$ cat config.mk
export PLATFORM = sky130hd
export DESIGN_NAME = score_recorder
export DESIGN_NICKNAME = d
export VERILOG_FILES = /design/src/rtl/score_pkg.sv /design/src/rtl/majority_vote.sv /design/src/rtl/score_recorder.sv
export SDC_FILE = /design/constraint.sdc
export NUM_CORES = 2
export LEC_CHECK = 0
export CORE_AREA = 2 2 387 389
export DETAILED_ROUTE_END_ITERATION = 8
export DIE_AREA = 0 0 389 391
export GPL_TIMING_DRIVEN = 0
export PLACE_DENSITY = 0.54
export SYNTH_ARGS = -nofsm -noshare
export SYNTH_HDL_FRONTEND = slang
export SYNTH_SLANG_ARGS = --single-unit
$ cat constraint.sdc
create_clock -name clk_in -period 4.4 [get_ports clk_in]
set_clock_uncertainty 0.15 [all_clocks]
set_input_delay 0.44 -clock clk_in [delete_from_list [all_inputs] [get_ports clk_in]]
set_output_delay 0.44 -clock clk_in [all_outputs]
set_load 0.005 [all_outputs]
$ cat src/rtl/score_pkg.sv
// Shared types and constants for the score recorder.
package score_pkg;

  localparam int unsigned SLOTS  = 160;
  localparam int unsigned NOTE_W = 6;
  localparam int unsigned SLOT_W = 8;

  localparam logic [NOTE_W-1:0] REST_CODE = 6'b000000;

  typedef logic [NOTE_W-1:0] note_t;
  typedef logic [SLOT_W-1:0] slot_idx_t;

  typedef enum logic [1:0] {
    StIdle,
    StCountIn,
    StRecord
  } score_state_t;

  // Bit 5 clear means "rest"; any rest code collapses to REST_CODE so all rests vote together.
  function automatic note_t normalise(input note_t n);
    return n[NOTE_W-1] ? n : REST_CODE;
  endfunction

endpackage

$ cat src/rtl/majority_vote.sv
// Boyer-Moore majority voter over one eighth-note window.
module majority_vote
  import score_pkg::*;
#(
  parameter int unsigned CNT_W = 4
) (
  input  logic  clk,
  input  logic  rst_n,
  input  logic  clear,
  input  logic  valid,
  input  note_t sample,
  output note_t candidate,
  output logic  nonzero
);

  note_t             cand_q;
  logic [CNT_W-1:0]  count_q;

  // Candidate/count update; a sample arriving with clear seeds the fresh window.
  always_ff @(posedge clk) begin
    if (!rst_n) begin
      cand_q  <= REST_CODE;
      count_q <= '0;
    end else if (clear) begin
      if (valid) begin
        cand_q  <= sample;
        count_q <= CNT_W'(1);
      end else begin
        cand_q  <= REST_CODE;
        count_q <= '0;
      end
    end else if (valid) begin
      if (count_q == '0) begin
        cand_q  <= sample;
        count_q <= CNT_W'(1);
      end else if (sample == cand_q) begin
        if (count_q != '1) begin
          count_q <= count_q + CNT_W'(1);
        end
      end else begin
        count_q <= count_q - CNT_W'(1);
      end
    end
  end

  assign candidate = cand_q;
  assign nonzero   = (count_q != '0);

endmodule

$ cat src/rtl/score_recorder.sv
// Eighth-note tick generator, start/stop FSM with count-in, and slot register file.
module score_recorder
  import score_pkg::*;
#(
  parameter int unsigned EIGHTH_CYCLES = 18_562_500,
  parameter int unsigned COUNTIN_TICKS = 8
) (
  input  logic                          clk_in,
  input  logic                          rst_n_in,
  input  logic                          start_in,
  input  logic                          stop_in,
  input  logic                          note_valid_in,
  input  logic [NOTE_W-1:0]             note_in,
  output logic [SLOTS-1:0][NOTE_W-1:0]  notes_out,
  output logic [SLOT_W-1:0]             slot_idx_out,
  output logic                          recording_out,
  output logic                          counting_in_out,
  output logic                          tick_out,
  output logic                          done_out
);

  localparam int unsigned CYC_W = $clog2(EIGHTH_CYCLES);
  localparam int unsigned CNT_W = $clog2(EIGHTH_CYCLES + 1);
  localparam int unsigned CI_W  = (COUNTIN_TICKS > 1) ? $clog2(COUNTIN_TICKS) : 1;

  localparam logic [CYC_W-1:0] CYC_LAST  = CYC_W'(EIGHTH_CYCLES - 1);
  localparam logic [CI_W-1:0]  CI_LAST   = CI_W'(COUNTIN_TICKS - 1);
  localparam slot_idx_t        SLOT_LAST = slot_idx_t'(SLOTS - 1);

  score_state_t                 state_q;
  logic [CYC_W-1:0]             cyc_q;
  logic [CI_W-1:0]              ci_q;
  slot_idx_t                    slot_q;
  logic [SLOTS-1:0][NOTE_W-1:0] notes_q;
  logic                         rec_q;
  logic                         cnt_q;
  logic                         tick_q;
  logic                         done_q;

  logic  tick;
  logic  vote_clear;
  logic  vote_valid;
  note_t vote_cand;
  logic  vote_nonzero;

  assign tick       = (state_q != StIdle) && (cyc_q == CYC_LAST);
  // The window restarts on every tick; outside RECORD the voter is held empty.
  assign vote_clear = (state_q != StRecord) || tick;
  assign vote_valid = note_valid_in && (state_q == StRecord);

  majority_vote #(
    .CNT_W (CNT_W)
  ) u_vote (
    .clk       (clk_in),
    .rst_n     (rst_n_in),
    .clear     (vote_clear),
    .valid     (vote_valid),
    .sample    (normalise(note_in)),
    .candidate (vote_cand),
    .nonzero   (vote_nonzero)
  );

  // Start/stop FSM, tick counter, slot commit and registered status outputs.
  always_ff @(posedge clk_in) begin
    if (!rst_n_in) begin
      state_q <= StIdle;
      cyc_q   <= '0;
      ci_q    <= '0;
      slot_q  <= '0;
      notes_q <= '0;
      rec_q   <= 1'b0;
      cnt_q   <= 1'b0;
      tick_q  <= 1'b0;
      done_q  <= 1'b0;
    end else begin
      tick_q <= 1'b0;
      done_q <= 1'b0;
      unique case (state_q)
        StIdle: begin
          if (start_in && !stop_in) begin
            notes_q <= '0;
            cyc_q   <= '0;
            ci_q    <= '0;
            slot_q  <= '0;
            cnt_q   <= 1'b1;
            state_q <= StCountIn;
          end
        end
        StCountIn: begin
          if (stop_in) begin
            cnt_q   <= 1'b0;
            done_q  <= 1'b1;
            state_q <= StIdle;
          end else begin
            cyc_q <= tick ? '0 : cyc_q + CYC_W'(1);
            if (tick) begin
              tick_q <= 1'b1;
              if (ci_q == CI_LAST) begin
                ci_q    <= '0;
                cnt_q   <= 1'b0;
                rec_q   <= 1'b1;
                state_q <= StRecord;
              end else begin
                ci_q <= ci_q + CI_W'(1);
              end
            end
          end
        end
        StRecord: begin
          if (stop_in) begin
            // Partial window is dropped; the current slot keeps its cleared value.
            rec_q   <= 1'b0;
            done_q  <= 1'b1;
            state_q <= StIdle;
          end else begin
            cyc_q <= tick ? '0 : cyc_q + CYC_W'(1);
            if (tick) begin
              tick_q          <= 1'b1;
              notes_q[slot_q] <= vote_nonzero ? vote_cand : REST_CODE;
              if (slot_q == SLOT_LAST) begin
                rec_q   <= 1'b0;
                done_q  <= 1'b1;
                state_q <= StIdle;
              end else begin
                slot_q <= slot_q + slot_idx_t'(1);
              end
            end
          end
        end
        default: state_q <= StIdle;
      endcase
    end
  end

  assign notes_out       = notes_q;
  assign slot_idx_out    = slot_q;
  assign recording_out   = rec_q;
  assign counting_in_out = cnt_q;
  assign tick_out        = tick_q;
  assign done_out        = done_q;

endmodule

==> summary.txt <==
Run status
  • Outcome: completed

Synthesis
  • Most frequent cell after synthesis: dfxtp_1
  • Yosys reg bits: roughly 1000
  • Number of distinct library cells after synthesis: 60
  • Sequential element share of the synthesized area: 50.2%
  • Most frequent cells after synthesis: 1033 x dfxtp_1, 994 x nor2b_1, 964 x a22oi_1
  • Post-synth ARST share: 0%
  • Synth area leaders: dfxtp_1 50%, a22oi_1 18%, nor2b_1 15%
  • Synth area leader: dfxtp_1
  • Ys flop type: dfxtp_1
  • Post-synth EDFFs: 0
  • Cell area after synthesis: between 40000 and 50000 µm²
  • Avg Cell Area, Syn: about 9.5 µm²
  • Net count after synthesis: 4369
  • Synth Instances: 4320
  • Warnings from Yosys: 0
  • Yosys top cell area share: between 50 and 60%

Critical path
  • Crit-path slowest cell: or4b_1
  • CP Buf/Inv Count: 4
  • Crit path cell chain: inv_1 > ha_1 > or4b_1 > nor4_2 > and2_1 > buf_4 > buf_6 > nand3_2 > clkbuf_1 > o21ai_0 > nand2_1 > a22oi_1 > nor2b_1
  • Kind of critical path: flip-flop to flip-flop
  • Crit Path Max Fanout: 10
  • Family with the most delay on the worst path: simple AND/OR/NAND/NOR gates
  • WP data arrival: 4.62 ns
  • Worst Setup End Kind: flip-flop
  • Worst Setup Start Kind: flip-flop
  • Critical Path Source: state_q[0]
  • Reg2reg start: state_q[0]
  • Required time worst endpoint: 4.87 ns
  • CP peak stage delay: ~0.58 ns

Finish
  • # fillers: 14962
  • Multi-input gate area: 18700 µm²
  • FF/Latch Area: 20700 µm²
  • Final net count: roughly 5500
  • Non-Filler Instances: 7493
  • Area grow syn2layout: 40.2%
  • Layout cells sized above 1: under 10%

Power
  • Static Leak: 0.0181 µW
  • Worst vdd rail ir drop: 307 µV
  • Power Density: 347 nW/µm²
  • Tot Pwr: around 20000 µW

Clock network
  • # H-tree levels: 3
  • CTS buffer count: 115
  • Clock-pin slew on the worst setup and hold paths: 0.06 ns
  • Clock tree sinks: 1033
  • Clock buffer depth: 3
  • CTS tree: done
  • Clock latency on the worst-skew pair: 0.75 ns
  • CTS Root Cell: clkbuf_16

STA
  • Final Max Slew Viols: 0
  • Final setup vio count: 0
  • Crit share post-route: 94.4%
  • Fin crit period: 4.16 ns
  • Final Hold Fails: 0
  • Setup TNS: 0 ns
  • Worst-Margin Slew: ~1.3 ns
  • F_max: 0.241 GHz
  • Slew margin rel.: 13.5%
  • RSZ-0062 raised after global routing: no

Routing
  • Vias per cell: 5.27
  • Total number of vias: 39515
  • Pre-antenna DRT Iters: 6
  • Post-detailed-route DRC marker count: 0
  • Post-DRT Antenna Nets: 0
  • Drt total wl: approximately 220000 µm
  • WL/cell: 29.3 µm
  • Initial DRC count: about 3500

Floorplan
  • Die height: around 390 µm
  • Overall die width: ~400 µm
  • Core ar.: 149000 µm²
  • Row cnt: around 140
  • Die area: 152000 µm²
  • Boundary pin count: 983
  • Starting Density: ~28%

Placed design
  • HPWL Detailed: approximately 160000 µm
  • Final GP Congestion: between 0.9 and 1
  • Port Buffers: 982
  • Inst Count DP: 7265

Global routing
  • All-Layer GR Usage: 27.6%
  • GRT overflow: 0
  • First-pass GRT wire length: 300000 µm
  • Initial antenna violation count: 16
  • Largest net degree at the start of global routing: 16
  • Number of global-route vias before repair: 37055

Hold path
  • Worst min path class: primary input to flip-flop
  • HP Start: note_in[1]

Run
  • Max_cap viols: 0
==> path summary, 6_finish.rpt <==
check | slack (ns) | cells after the start | end
worst min-delay path | 0.29 | 3 | u_vote.candidate[1]
worst max register to register | 0.24 | 13 | notes_out[73]
worst max-delay path | 0.24 | 13 | notes_out[73]
worst min register to register | 0.33 | 2 | ci_q[1]
==> worst register-to-register path: stages (launching register included) <==
cell and delay [ns]:
dfxtp_1 0.36, inv_1 0.08, ha_1 0.32, or4b_1 0.59, nor4_2 0.29, and2_1 0.16, buf_4 0.20, buf_6 0.22
nand3_2 0.19, clkbuf_1 0.52, o21ai_0 0.31, nand2_1 0.30, a22oi_1 0.27, nor2b_1 0.08
==> registers in the layout, indices dropped and copies added, names as in the netlist <==
name              count
notes_out           960
cyc_q                25
u_vote.count_q       25
slot_idx_out          8
u_vote.candidate      6
ci_q                  3
state_q               2
counting_in_out       1
done_out              1
recording_out         1
tick_out              1
==> per-layer routing <==
metal	track usage, %	share of wire (%)	up-vias
met2	45.0	46	1877
met5	0	0.0059	-
met4	11.2	4.3	2
met1	33.3	40	19650
met3	9.04	9.5	343
li1	-	-	17643
==> cell usage in the layout, fill, tap and decap left out, types with 4 or more instances in the layout <==
cell type / Yosys / final
a21boi_0: 8 / 8
a21o_1: 8 / 8
a21oi_1: 41 / 40
a22oi_1: 964 / 964
a31oi_1: 5 / 4
a32oi_1: 10 / 10
and2_1: 13 / 13
and3_1: 13 / 13
buf_16: 0 / 13
buf_2: 21 / 21
buf_4: 39 / 41
buf_6: 51 / 51
bufinv_16: 0 / 6
clkbuf_1: 217 / 220
clkbuf_16: 0 / 117
clkbuf_2: 0 / 34
clkbuf_8: 0 / 22
clkdlybuf4s50_1: 0 / 982
clkinv_2: 0 / 16
dfxtp_1: 1033 / 1030
diode_2: 0 / 21
ha_1: 37 / 37
inv_1: 17 / 17
nand2_1: 236 / 236
nand3_1: 35 / 34
nand3_2: 5 / 6
nand4_1: 29 / 29
nor2_1: 223 / 223
nor2b_1: 994 / 994
nor3_1: 13 / 13
nor4_1: 8 / 8
nor4b_1: 4 / 4
o211ai_1: 4 / 4
o21ai_0: 183 / 183
o21ai_1: 4 / 4
o2bb2ai_1: 7 / 7
or3_1: 5 / 5
xnor2_1: 27 / 27
xor2_1: 21 / 21
==> cell type report <==
class	count	area share [%]
diodes	21	0.0910
plain buffers	330	3.18
clock buffers	177	5.84
clock inverters	30	0.615
inverters	17	0.110
multi-input cells	2939	32.4
flip-flops and latches	1033	35.8
well taps	1944	4.21
repair buffers	1002	17.8
==> metrics by stage <==
| step | instance area [µm²] | utilization (%) | setup slack, ns | hold WS [ns] |
|---|---|---|---|---|
| after floorplan | 41200 | - | 0.0508 | 0.297 |
| after global placement | 53500 | 36.0 | -1.92 | 0.315 |
| after detailed placement | 54000 | 36.3 | -0.912 | 0.329 |
| after CTS | 57700 | 38.8 | 0.135 | 0.245 |
| after global routing | 57700 | 38.9 | 0.0372 | 0.291 |
| final | 57800 | 38.9 | 0.245 | 0.294 |
==> what timing repair did <==
| item | in CTS | in global routing |
|---|---|---|
| resized for setup | 1 | 6 |
| setup endpoints to repair | 259 | 3 |
| setup buffers | 1 | 0 |
| pin swaps | 1 | 1 |
| hold buffers | 0 | 0 |
==> kinds of logic (layout without fill, tap and decap cells) <==
kind of cell	after synthesis	count (layout)	synth area share (%)
AND/OR/NAND/NOR	1597	1597	21.5
AO/OA/AOI/OAI	1255	1255	21.6
flip-flops	1033	1033	50.2
buffers and inverters	348	1556	4.52
XOR/XNOR	48	48	1.02
adder cells (fa/ha/maj)	38	38	1.17
multiplexers	1	1	0.0243
other	0	21	0
==> where the power goes <==
part | internal (µW) | switching, µW
registers | 9360 | 6.18
logic | 253 | 677
clock network | 5590 | 4140
total | 15200 | 4830
No activity file was read; power rests on OpenSTA's default activity.
